===== src/rtl/tia_bus_writer_pkg.sv =====
// Shared constants, state encoding and command record for the TIA bus writer.
package tia_bus_writer_pkg;

    localparam int         CPU_PHASES     = 3;
    localparam logic [5:0] IDLE_ADDR_DEF  = 6'h3f;
    localparam logic [5:0] WSYNC_ADDR_DEF = 6'h02;
    localparam int         CMD_W          = 14;

    typedef enum logic {
        RUN   = 1'b0,
        STALL = 1'b1
    } state_t;

    typedef struct packed {
        logic [5:0] addr;
        logic [7:0] data;
    } cmd_t;

endpackage


===== src/rtl/tia_bus_writer_fifo.sv =====
// Command FIFO with show-ahead head entry so the bus registers can load it on the pop edge.
module tia_cmd_fifo
    import tia_bus_writer_pkg::*;
#(
    parameter int DEPTH = 16,
    parameter int LW    = $clog2(DEPTH + 1)
) (
    input  logic          clk,
    input  logic          reset_bar,
    input  logic          push,
    input  cmd_t          push_data,
    input  logic          pop,
    output cmd_t          pop_data,
    output logic [LW-1:0] level
);
    localparam int AW = $clog2(DEPTH);

    cmd_t          mem [DEPTH];
    logic [AW-1:0] wr_ptr_reg;
    logic [AW-1:0] rd_ptr_reg;
    logic [LW-1:0] level_reg;
    logic          push_ok;
    logic          pop_ok;

    assign push_ok  = push && (level_reg != LW'(DEPTH));
    assign pop_ok   = pop && (level_reg != '0);
    assign pop_data = mem[rd_ptr_reg];
    assign level    = level_reg;

    always_ff @(posedge clk) begin
        if (push_ok) begin
            mem[wr_ptr_reg] <= push_data;
        end
    end

    always_ff @(posedge clk or negedge reset_bar) begin
        if (!reset_bar) begin
            wr_ptr_reg <= '0;
            rd_ptr_reg <= '0;
            level_reg  <= '0;
        end else begin
            if (push_ok) wr_ptr_reg <= wr_ptr_reg + 1'b1;
            if (pop_ok)  rd_ptr_reg <= rd_ptr_reg + 1'b1;
            case ({push_ok, pop_ok})
                2'b10:   level_reg <= level_reg + 1'b1;
                2'b01:   level_reg <= level_reg - 1'b1;
                default: level_reg <= level_reg;
            endcase
        end
    end

endmodule


===== src/rtl/tia_bus_writer.sv =====
// Replays queued TIA register writes as 3-clk 6507 bus cycles, halting after WSYNC until rdy.
module tia_bus_writer
    import tia_bus_writer_pkg::*;
#(
    parameter int         FIFO_DEPTH = 16,
    parameter logic [5:0] IDLE_ADDR  = IDLE_ADDR_DEF,
    parameter logic [5:0] WSYNC_ADDR = WSYNC_ADDR_DEF,
    parameter int         CYCLE_W    = 16,
    parameter int         LW         = $clog2(FIFO_DEPTH + 1)
) (
    input  logic               clk,
    input  logic               reset_bar,
    input  logic               cmd_valid,
    output logic               cmd_ready,
    input  logic [5:0]         cmd_addr,
    input  logic [7:0]         cmd_data,
    input  logic               rdy,
    output logic [5:0]         a,
    output logic [7:0]         d,
    output logic               w_bar,
    output logic               phi2,
    output logic [CYCLE_W-1:0] cpu_cycle,
    output logic               stalled,
    output logic [LW-1:0]      fifo_level
);
    logic [1:0]         ph_reg, ph_next;
    state_t             state_reg, state_next;
    logic [5:0]         a_reg, a_next;
    logic [7:0]         d_reg, d_next;
    logic               w_bar_reg, w_bar_next;
    logic [CYCLE_W-1:0] cycle_reg, cycle_next;
    logic               ready_en_reg;
    logic               boundary;
    logic               push;
    logic               pop;
    cmd_t               head;

    tia_cmd_fifo #(.DEPTH(FIFO_DEPTH), .LW(LW)) u_fifo (
        .clk       (clk),
        .reset_bar (reset_bar),
        .push      (push),
        .push_data ({cmd_addr, cmd_data}),
        .pop       (pop),
        .pop_data  (head),
        .level     (fifo_level)
    );

    // Ready is held low through reset and opens on the first clock afterwards.
    assign cmd_ready = ready_en_reg && (fifo_level != LW'(FIFO_DEPTH));
    assign push      = cmd_valid && cmd_ready;
    assign boundary  = (ph_reg == 2'(CPU_PHASES - 1));
    assign phi2      = (ph_reg != 2'(CPU_PHASES - 1));
    assign a         = a_reg;
    assign d         = d_reg;
    assign w_bar     = w_bar_reg;
    assign cpu_cycle = cycle_reg;
    assign stalled   = (state_reg == STALL);

    always_comb begin
        ph_next    = boundary ? 2'd0 : ph_reg + 2'd1;
        state_next = state_reg;
        a_next     = a_reg;
        d_next     = d_reg;
        w_bar_next = w_bar_reg;
        cycle_next = cycle_reg;
        pop        = 1'b0;
        if (boundary) begin
            cycle_next = cycle_reg + 1'b1;
            a_next     = IDLE_ADDR;
            d_next     = 8'h00;
            w_bar_next = 1'b1;
            // A released stall falls straight into the RUN rule on the same boundary.
            if (state_reg == RUN || rdy) begin
                state_next = RUN;
                if (fifo_level != '0) begin
                    pop        = 1'b1;
                    a_next     = head.addr;
                    d_next     = head.data;
                    w_bar_next = 1'b0;
                    if (head.addr == WSYNC_ADDR) state_next = STALL;
                end
            end
        end
    end

    always_ff @(posedge clk or negedge reset_bar) begin
        if (!reset_bar) begin
            ph_reg       <= 2'd0;
            state_reg    <= RUN;
            a_reg        <= IDLE_ADDR;
            d_reg        <= 8'h00;
            w_bar_reg    <= 1'b1;
            cycle_reg    <= '0;
            ready_en_reg <= 1'b0;
        end else begin
            ph_reg       <= ph_next;
            state_reg    <= state_next;
            a_reg        <= a_next;
            d_reg        <= d_next;
            w_bar_reg    <= w_bar_next;
            cycle_reg    <= cycle_next;
            ready_en_reg <= 1'b1;
        end
    end

endmodule

===== config.mk =====
export PLATFORM = sky130hd
export DESIGN_NAME = tia_bus_writer
export DESIGN_NICKNAME = d
export VERILOG_FILES = /design/src/rtl/tia_bus_writer_pkg.sv /design/src/rtl/tia_bus_writer_fifo.sv /design/src/rtl/tia_bus_writer.sv
export SDC_FILE = /design/constraint.sdc
export NUM_CORES = 1
export LEC_CHECK = 0
export CAP_MARGIN = 20
export CORE_ASPECT_RATIO = 1.1
export CORE_MARGIN = 5
export CORE_UTILIZATION = 54
export DETAILED_ROUTE_END_ITERATION = 6
export PLACE_DENSITY = 0.85
export SETUP_SLACK_MARGIN = 0.02
export SYNTH_ARGS = -nofsm -noshare
export SYNTH_HDL_FRONTEND = slang
export SYNTH_SLANG_ARGS = --single-unit

===== constraint.sdc =====
create_clock -name clk -period 3.07 [get_ports clk]
set_input_delay 0.614 -clock clk [delete_from_list [all_inputs] [get_ports clk]]
set_output_delay 0.614 -clock clk [all_outputs]
set_load 0.02 [all_outputs]

# Yosys cells after proc, flatten, opt, wreduce, memory -nomap -nowiden
# Memories as Yosys holds them, arrays and structs flattened.
# Index checks and enable logic that the tools add are counted.
dict set report totals {
  ff_bits 48
  ramBits 224
  inputBits 18
  output_inout_bits 39
  wordCells 47
  mem_count 1
}
dict set report classes {
  addsub 6
  n_eq_ne 6
  muxes 15
  n_bitwise 1
  n_reduce_logical 8
}
# memory words width rd rd_clocked_by_memory_dff wr line_no
set memory_table {}
lappend memory_table {u_fifo.mem 16 14 1 0 1 tia_bus_writer_fifo.sv:18} ;# cmd_t mem [DEPTH];
# cell n
set op_table {}
lappend op_table {{$add A16 B1 Y16 const B} 1}
lappend op_table {{$mux W8} 2}
lappend op_table {{$mux W6} 2}
lappend op_table {{$pmux W5 S2} 1}
lappend op_table {{$mux W1} 9}
lappend op_table {{$add A4 B1 Y4 const B} 2}
lappend op_table {{$eq A6 B2 Y1 const B} 1}
lappend op_table {{$add A5 B1 Y5 const B} 1}
lappend op_table {{$ne A5 B5 Y1 const B} 1}
lappend op_table {{$reduce_bool A5 Y1} 1}
lappend op_table {{$sub A5 B1 Y5 const B} 1}
lappend op_table {{$eq A2 B2 Y1 const B} 2}
lappend op_table {{$logic_and A1 B1 Y1} 4}
lappend op_table {{$add A2 B1 Y2 const B} 1}
lappend op_table {{$eq A2 B1 Y1 const B} 1}
lappend op_table {{$mux W2} 1}
lappend op_table {{$ne A2 B2 Y1 const B} 1}
lappend op_table {{$reduce_and A2 Y1} 1}
lappend op_table {{$reduce_bool A2 Y1} 1}
lappend op_table {{$logic_or A1 B1 Y1} 1}
lappend op_table {{$not A1 Y1} 1}

# Longest topological paths before layout
# Gate-level depths: netlist of the first run.
dict set report depth {
  depth_word 7
  depth_mapped 13
  ltp_nobuf 12
}

# Cells and area by module
# A second synthesis of the first run with hierarchy kept.
dict set report unflattened {
  hier_cells 606
  hier_area_um2 10825.4
}
# mod instances cells_each area_per_inst_um2 seq_area_each_um2
set by_module_without_submodules {}
lappend by_module_without_submodules {tia_cmd_fifo 1 492 9404.0 7051.8}
lappend by_module_without_submodules {tia_bus_writer 1 114 1421.4 884.6}

# Least setup slack after synthesis of the first run
# Ideal clock, no wire load.
dict set report synth_timing {
  kind {reg2reg}
  startpoint {register u_fifo.level_reg[1] (netlist: u_fifo.level[1])}
  endpoint {register u_fifo.level_reg[4] (netlist: u_fifo.level[4])}
  setup_ns 0.080
  t_arrival_ns 3.008
  required_time_ns 2.990
  setup_slack_ns -0.018
  stages_incl_launch_ff 14
  n_path_buf 1
  period_less_slack_ns 3.088
  cell_sequence {dfrtp_1 -> or4_4 -> o21a_1 -> and2_1 -> buf_2 -> inv_2 -> ha_1 -> inv_1 -> fa_1 -> nor2b_1 -> o21ai_0 -> and3_1 -> nor3_1 -> xnor2_1}
}
dict set report synth_via {
  word_cells_on_any_way 15
  cone_classes {2 x add/sub; 3 x eq/ne; 4 x mux; 6 x reduce/logical}
}
# item line_no
set synth_rtl {}
lappend synth_rtl {{from (decl)} tia_bus_writer_fifo.sv:21} ;# logic [LW-1:0] level_reg;
lappend synth_rtl {{from (signal assigned)} tia_bus_writer_fifo.sv:45} ;# 2'b10: level_reg <= level_reg + 1'b1;
lappend synth_rtl {{from (signal assigned)} tia_bus_writer_fifo.sv:46} ;# 2'b01: level_reg <= level_reg - 1'b1;
lappend synth_rtl {{from (signal assigned)} tia_bus_writer_fifo.sv:47} ;# default: level_reg <= level_reg;
lappend synth_rtl {{$ne A5 B5 Y1 *} tia_bus_writer.sv:49} ;# assign cmd_ready = ready_en_reg && (fifo_level != LW'(FIFO_DEPTH));
lappend synth_rtl {{$logic_and A1 B1 Y1 *} tia_bus_writer.sv:49}
lappend synth_rtl {{net cmd_ready} tia_bus_writer.sv:14} ;# output logic cmd_ready,
lappend synth_rtl {{$logic_and A1 B1 Y1 *} tia_bus_writer.sv:50} ;# assign push = cmd_valid && cmd_ready;
lappend synth_rtl {{$logic_and A1 B1 Y1 *} tia_bus_writer_fifo.sv:25} ;# assign push_ok = push && (level_reg != LW'(DEPTH));
lappend synth_rtl {{$eq A2 B1 Y1 / $eq A2 B2 Y1 (equally long branches)} tia_bus_writer_fifo.sv:44} ;# case ({push_ok, pop_ok})
lappend synth_rtl {{$pmux W5 S2 / $reduce_bool A2 Y1 (equally long branches)} -}
# The timed path passes the listed nets; every way through them passes the cells marked *.
# A chain may end at the register's enable or synchronous reset.

# Final worst setup path of the first run
dict set report layout_timing {
  startpoint {register ph_reg[1]}
  endpoint {output phi2}
}
dict set report layout_via {
  elab_chain_cells 1
}
# item line_no
set layout_lines {}
lappend layout_lines {{from (decl)} tia_bus_writer.sv:26} ;# logic [1:0] ph_reg, ph_next;
lappend layout_lines {{from (signal assigned)} tia_bus_writer.sv:96} ;# ph_reg <= ph_next;
lappend layout_lines {{$ne A2 B2 Y1} tia_bus_writer.sv:52} ;# assign phi2 = (ph_reg != 2'(CPU_PHASES - 1));
lappend layout_lines {{to (decl)} tia_bus_writer.sv:21} ;# output logic phi2,
# Every way passes these cells.

==> flow_metrics.tcl, run 1 <==
set metrics [dict create \
    pwr-share-comb_pct 26.9 \
    grt_antenna_before_repair 0 \
    initial_core_util_pct 54.2 \
    syn_inst 525 \
    slew_headroom_pct 34.5 \
    core-area_um2 19700 \
    fin_crit_sh_pct 94.6 \
    syn_area_um2 10700 \
    postSynthAreaPerCell_um2 20.3 \
    startpoint_type "register" \
    dieWidth_um 144 \
    path_max_fanout 11 \
    synth_most_common_cell "edfxtp_1" \
    root_buffer "clkbuf_16" \
    synth_top_family_by_area "multiplexers" \
    via_per_inst 6.16 \
    synth_edf_count 224 \
    firstDrtPassIters 4 \
    fp.dieH_um 157 \
    min_path_type "in2async" \
    routabilityCongestion 0.866 \
    area_delta_synth_final_pct 18.5 \
    hold_viol_final 0 \
    crit_type "reg2out" \
    cts_hold_buf 0 \
    clockBufferDepth 3 \
    synth_top_cell_area_share_pct 63.1 \
    drt_iter0_markers 410 \
    maxSlewViolCount 0 \
    p_int_uw 7840 \
    dp_hpwl_um 14400 \
    grt_max_degree 34 \
    clock-sinks 272 \
    reg2reg_depth 12 \
    p_seq_share_pct 43.4 \
    fmax_mhz 344 \
    synth_cell_types 36 \
    cts_tree "built" \
    fin_setup_tns_ns 0 \
    grt_pass1_wl_um 35500 \
    clk_latency_ns 0.53 \
    io-pin-count 57 \
    fp-row-count 54 \
    period_needed_ns 2.91 \
    switching_power_uw 3070 \
    tightest_slew_ns 0.983 \
    synth_xor_area_share_pct 2.05 \
    fin_skew_ns 0.0180 \
    switching_share_pct 28.2 \
    final_cell_area_um2 12600 \
    power.total_uw 10900 \
    antenna-diode-count 0 \
    p_clk_share_pct 29.7 \
    yosys-top-cells-count "edfxtp_1, mux4_2, dfrtp_1" \
    drv_cap 0 \
    synthTopCellsByArea "edfxtp_1, mux4_2, dfrtp_1" \
    power_per_cell_area_nw_per_um2 864 \
    largest_register_ffs 224 \
    synth_area_leader_cell "edfxtp_1" \
    clkTransAtPathRegs_ns 0.06 \
    ys_warn_count 0 \
    htreeDepth 1 \
    io_buffers 56 \
    rsz0062_at_grt "no" \
    die_area_um2 22600 \
    ant_nets 0 \
    grt_usage_pct 21.1 \
    seq_area_frac_synth_pct 74.5 \
    synth_fa_ha_area_share_pct 1.36 \
    synth-simple-area-share_pct 4.17 \
    grt_remaining_overflow 0 \
    synth-main-ff-cell "edfxtp_1" \
    drive_gt1_share_pct 24.0 \
    status "finished clean" \
    fin_nets 647 \
    ys_ff_latch 272 \
    synth_compound_area_share_pct 2.18 \
    vias 5483 \
    wirelength_um 23400 \
    post_dp_cell_area_um2 11700 \
    syn_nets 554 \
    leakage_uw 0.00432 \
    synthMuxAreaShare_pct 14.2 \
    async_flop_share_pct 17.6 \
    cp_data_arrival_time_ns 2.29 \
    ir_worst_vdd_v 0.000662 \
    end_kind "primary output" \
    wl_per_cell_um 26.2 \
    worstPathRequired_ns 2.46 \
    setup_viol 0 \
    first_global_vias 5851 \
    drc 0 \
    cts-buffers-inserted 26 \
]
-- stage by stage --
stage	worst slack, ns	instances	utilization [%]	hold slack, ns
detailed placement	0.0376	842	59.7	0.462
CTS	0.0484	890	64.1	0.0750
finish	0.164	890	64.2	0.0685
floorplan	0.0294	525	-	0.318
global placement	0.115	842	59.7	0.447
global route	0.0328	890	64.2	0.107
-- final cells by class --
type                       count  area (um2)
sequential                   272        7940
fill                        1249        7040
multi-input combinational    219        2570
timing repair buffer          87         876
clock buffer                  35         736
tap                          252         315
clock inverter                13         136
inverter                      12        45.0
-- power by group through the flow --
stage	Sequential, uW	Clock [uW]	Combinational, uW
global placement	4770	0	2830
floorplan	4780	0	1910
CTS	4740	3270	2960
detailed placement	4800	0	2920
finish	4730	3240	2940
global route	4780	3450	3120
-- critical path: stages (launching register included) --
cell and delay, ns:
dfrtp_1 0.40, nor2b_1 0.19, inv_1 0.46, clkdlybuf4s50_1 0.72
-- path summary, 6_finish.rpt --
path | startpoint | endpoint | slack, ns
setup / recovery | ph_reg[1] | phi2 | 0.16
hold / removal | reset_bar | cpu_cycle[5] | 0.07
setup reg to reg | u_fifo.level[1] | u_fifo.level[4] | 0.17
hold reg to reg | ph_reg[1] | ph_reg[1] | 0.48
max in group asynchronous | reset_bar | u_fifo.level[1] | 2.33
min in group clk | ph_reg[1] | ph_reg[1] | 0.48
-- kinds of logic after synthesis --
logic type	count (synthesis)
mux	71
simple gates	83
other cells	1
xor+xnor	25
flops	272
compound gates	28
buf+inv	34
fa+ha+maj	11
-- layer usage --
metal | part of all wire (%) | vias to the layer above | track usage [%]
met5 | 0 | - | 0
met4 | 2.9 | 0 | 7.04
met3 | 7.0 | 53 | 3.16
met2 | 51 | 251 | 35.5
met1 | 39 | 2894 | 28.7
li1 | - | 2285 | -
-- cell usage in the layout, fill, tap and decap left out, types with 3 or more instances in the layout --
master           count
edfxtp_1           224
mux4_2              64
clkdlybuf4s50_1     55
dfrtp_1             38
clkbuf_16           27
buf_4               24
nand2_1             21
xnor2_1             19
and2_1              18
nand3_1             13
inv_1               11
nor2_1               9
a22o_1               9
ha_1                 9
mux2i_1              7
dfstp_2              7
buf_12               7
o22a_1               6
nand4_1              6
xor2_1               6
clkinv_2             6
nor2b_1              5
clkbuf_1             5
o21ai_0              4
a22oi_1              4
and3_1               3
clkbuf_8             3
bufinv_16            3
clkinv_1             3
-- repair_timing --
action,in CTS,in global routing
buffers inserted,0,0
cloned,0,0
setup endpoints to repair,1,1
gates resized for setup,1,2
No activity file was read; power rests on OpenSTA's default activity.
==> inputs of run 2 (changes only) <==
--- a/config.mk
+++ b/config.mk
@@ -9,9 +9,11 @@
 export CORE_ASPECT_RATIO = 1.1
 export CORE_MARGIN = 5
 export CORE_UTILIZATION = 54
+export CTS_CLUSTER_SIZE = 40
 export DETAILED_ROUTE_END_ITERATION = 6
 export PLACE_DENSITY = 0.85
 export SETUP_SLACK_MARGIN = 0.02
+export SLEW_MARGIN = 0
 export SYNTH_ARGS = -nofsm -noshare
 export SYNTH_HDL_FRONTEND = slang
 export SYNTH_SLANG_ARGS = --single-unit
==> results of run 2 <==
No change in the layout: final DEF, timing and power equal those of run 1.
==> inputs of run 3 (changes only) <==
--- a/config.mk
+++ b/config.mk
@@ -11,6 +11,7 @@
 export CORE_UTILIZATION = 54
 export CTS_CLUSTER_SIZE = 40
 export DETAILED_ROUTE_END_ITERATION = 6
+export HOLD_SLACK_MARGIN = 0.12
 export PLACE_DENSITY = 0.85
 export SETUP_SLACK_MARGIN = 0.02
 export SLEW_MARGIN = 0
==> run 3 against run 2 <==
- die area unchanged
- fmax down 0.47%
- via count is 0.71% lower
- first-iteration DRC count fell by 3.4%
- flip-flop and latch count unchanged
- critical endpoint unchanged
- largest cell class unchanged
- largest power group unchanged
==> flow_metrics.tcl, run 3 (synthesis results as in run 1) <==
set metrics [dict create \
    status "finished clean" \
    initial_core_util_pct 54.2 \
    via_per_inst 6.11 \
    routabilityCongestion 0.866 \
    grt_antenna_before_repair 0 \
    grt_max_degree 34 \
    ant_nets 0 \
    fp.dieH_um 157 \
    startpoint_type "register" \
    dp_hpwl_um 14400 \
    first_global_vias 5851 \
    fin_crit_sh_pct 95.1 \
    p_int_uw 7840 \
    drt_iter0_markers 396 \
    io-pin-count 57 \
    core-area_um2 19700 \
    ir_worst_vdd_v 0.000661 \
    leakage_uw 0.00433 \
    fin_setup_tns_ns 0 \
    clkTransAtPathRegs_ns 0.06 \
    most-common-layout-cells "edfxtp_1, mux4_2, clkdlybuf4s50_1" \
    antenna-diode-count 0 \
    regArea_um2 7940 \
    crit_type "reg2out" \
    clock-sinks 272 \
    post_dp_cell_area_um2 11700 \
    power_per_cell_area_nw_per_um2 863 \
    wl_per_cell_um 26.1 \
    path_max_fanout 11 \
    cts_tree "built" \
    tightest_slew_ns 0.964 \
    drc 0 \
    grt_usage_pct 21.1 \
    cts-buffers-inserted 26 \
    switching_share_pct 28.1 \
    slew_headroom_pct 35.7 \
    setup_viol 0 \
    io_buffers 56 \
    layout.cells.non_filler 891 \
    clockBufferDepth 3 \
    drv_cap 0 \
    fin_nets 648 \
    grt_remaining_overflow 0 \
    cp_data_arrival_time_ns 2.31 \
    power.total_uw 10900 \
    area_delta_synth_final_pct 18.6 \
    die_area_um2 22600 \
    p_clk_share_pct 29.7 \
    worstPathRequired_ns 2.46 \
    pwr-share-comb_pct 26.9 \
    dp_cells 842 \
    period_needed_ns 2.92 \
    wirelength_um 23300 \
    final_cell_area_um2 12600 \
    vias 5444 \
    largest_register_ffs 224 \
    fmax_mhz 343 \
    fp-row-count 54 \
    drive_gt1_share_pct 23.9 \
    end_kind "primary output" \
    mostFrequentLayoutCell "edfxtp_1" \
    grt_pass1_wl_um 35500 \
    switching_power_uw 3060 \
    root_buffer "clkbuf_16" \
    multi_input_area_um2 2570 \
    min_path_type "reg2reg" \
    p_seq_share_pct 43.4 \
    rsz0062_at_grt "no" \
    maxSlewViolCount 0 \
    htreeDepth 1 \
    dieWidth_um 144 \
    hold_viol_final 0 \
    firstDrtPassIters 4 \
    clk_latency_ns 0.53 \
    post_cts_buffers 0 \
    fin_skew_ns 0.0179 \
    fillers 1248 \
]
[run 3: changes by cell type in the layout (fill, tap and decap cells not counted), sizes merged]
cell | before | now
dlygate4sd3 | 0 | 1
[run 3: path summary, 6_finish.rpt]
path | start | end | slack (ns) | depth (start not counted)
hold / removal | ph_reg[1] | ph_reg[1] | 0.48 | 1
hold reg to reg | ph_reg[1] | ph_reg[1] | 0.48 | 1
max in group asynchronous | reset_bar | u_fifo.level[1] | 1.80 | 3
min in group asynchronous | reset_bar | cpu_cycle[5] | 0.60 | 2
setup / recovery | ph_reg[1] | phi2 | 0.15 | 3
setup reg to reg | u_fifo.level[1] | u_fifo.level[4] | 0.18 | 12
[run 3: what timing repair did]
action / CTS / global route
gates cloned: 0 / 0
setup endpoints to repair: 1 / 1
endpoints found under the hold margin: 15 / 0
resized for setup: 1 / 2
hold buffers: 1 / 0
[run 3: stage by stage]
step	utilization, %	setup WS (ns)	hold WS [ns]
detailed placement	59.7	0.0376	0.462
global route	64.3	0.0328	0.521
finish	64.3	0.151	0.477
floorplan	-	0.0294	0.318
CTS	64.2	0.0484	0.481
global placement	59.7	0.115	0.447
[run 3: final cells by class]
cell class / count / area share [%]
Clock buffer: 35 / 5.82
Clock inverter: 13 / 1.08
Inverter: 12 / 0.356
Timing Repair Buffer: 88 / 7.01
Tap cell: 252 / 2.50
Sequential cell: 272 / 62.9
Multi-Input combinational cell: 219 / 20.4
[run 3: power by group through the flow]
stage	registers (uW)	clock network, uW	logic, uW
detailed placement	4800	0	2920
global route	4780	3450	3120
CTS	4740	3270	2960
finish	4730	3240	2930
floorplan	4780	0	1910
global placement	4770	0	2830
[run 3: critical path, cell delays in order, from the launching register on]
cell and delay (ns):
dfrtp_1 0.40, nor2b_1 0.19, inv_1 0.47, clkdlybuf4s50_1 0.72
[run 3: routing by layer]
layer / track usage, % / wire length, um / vias to the layer above
met2: 35.5 / 11900 / 235
li1: - / - / 2286
met3: 3.16 / 1670 / 55
met1: 28.7 / 9010 / 2868
met4: 7.04 / 681 / 0
met5: 0 / 0 / -
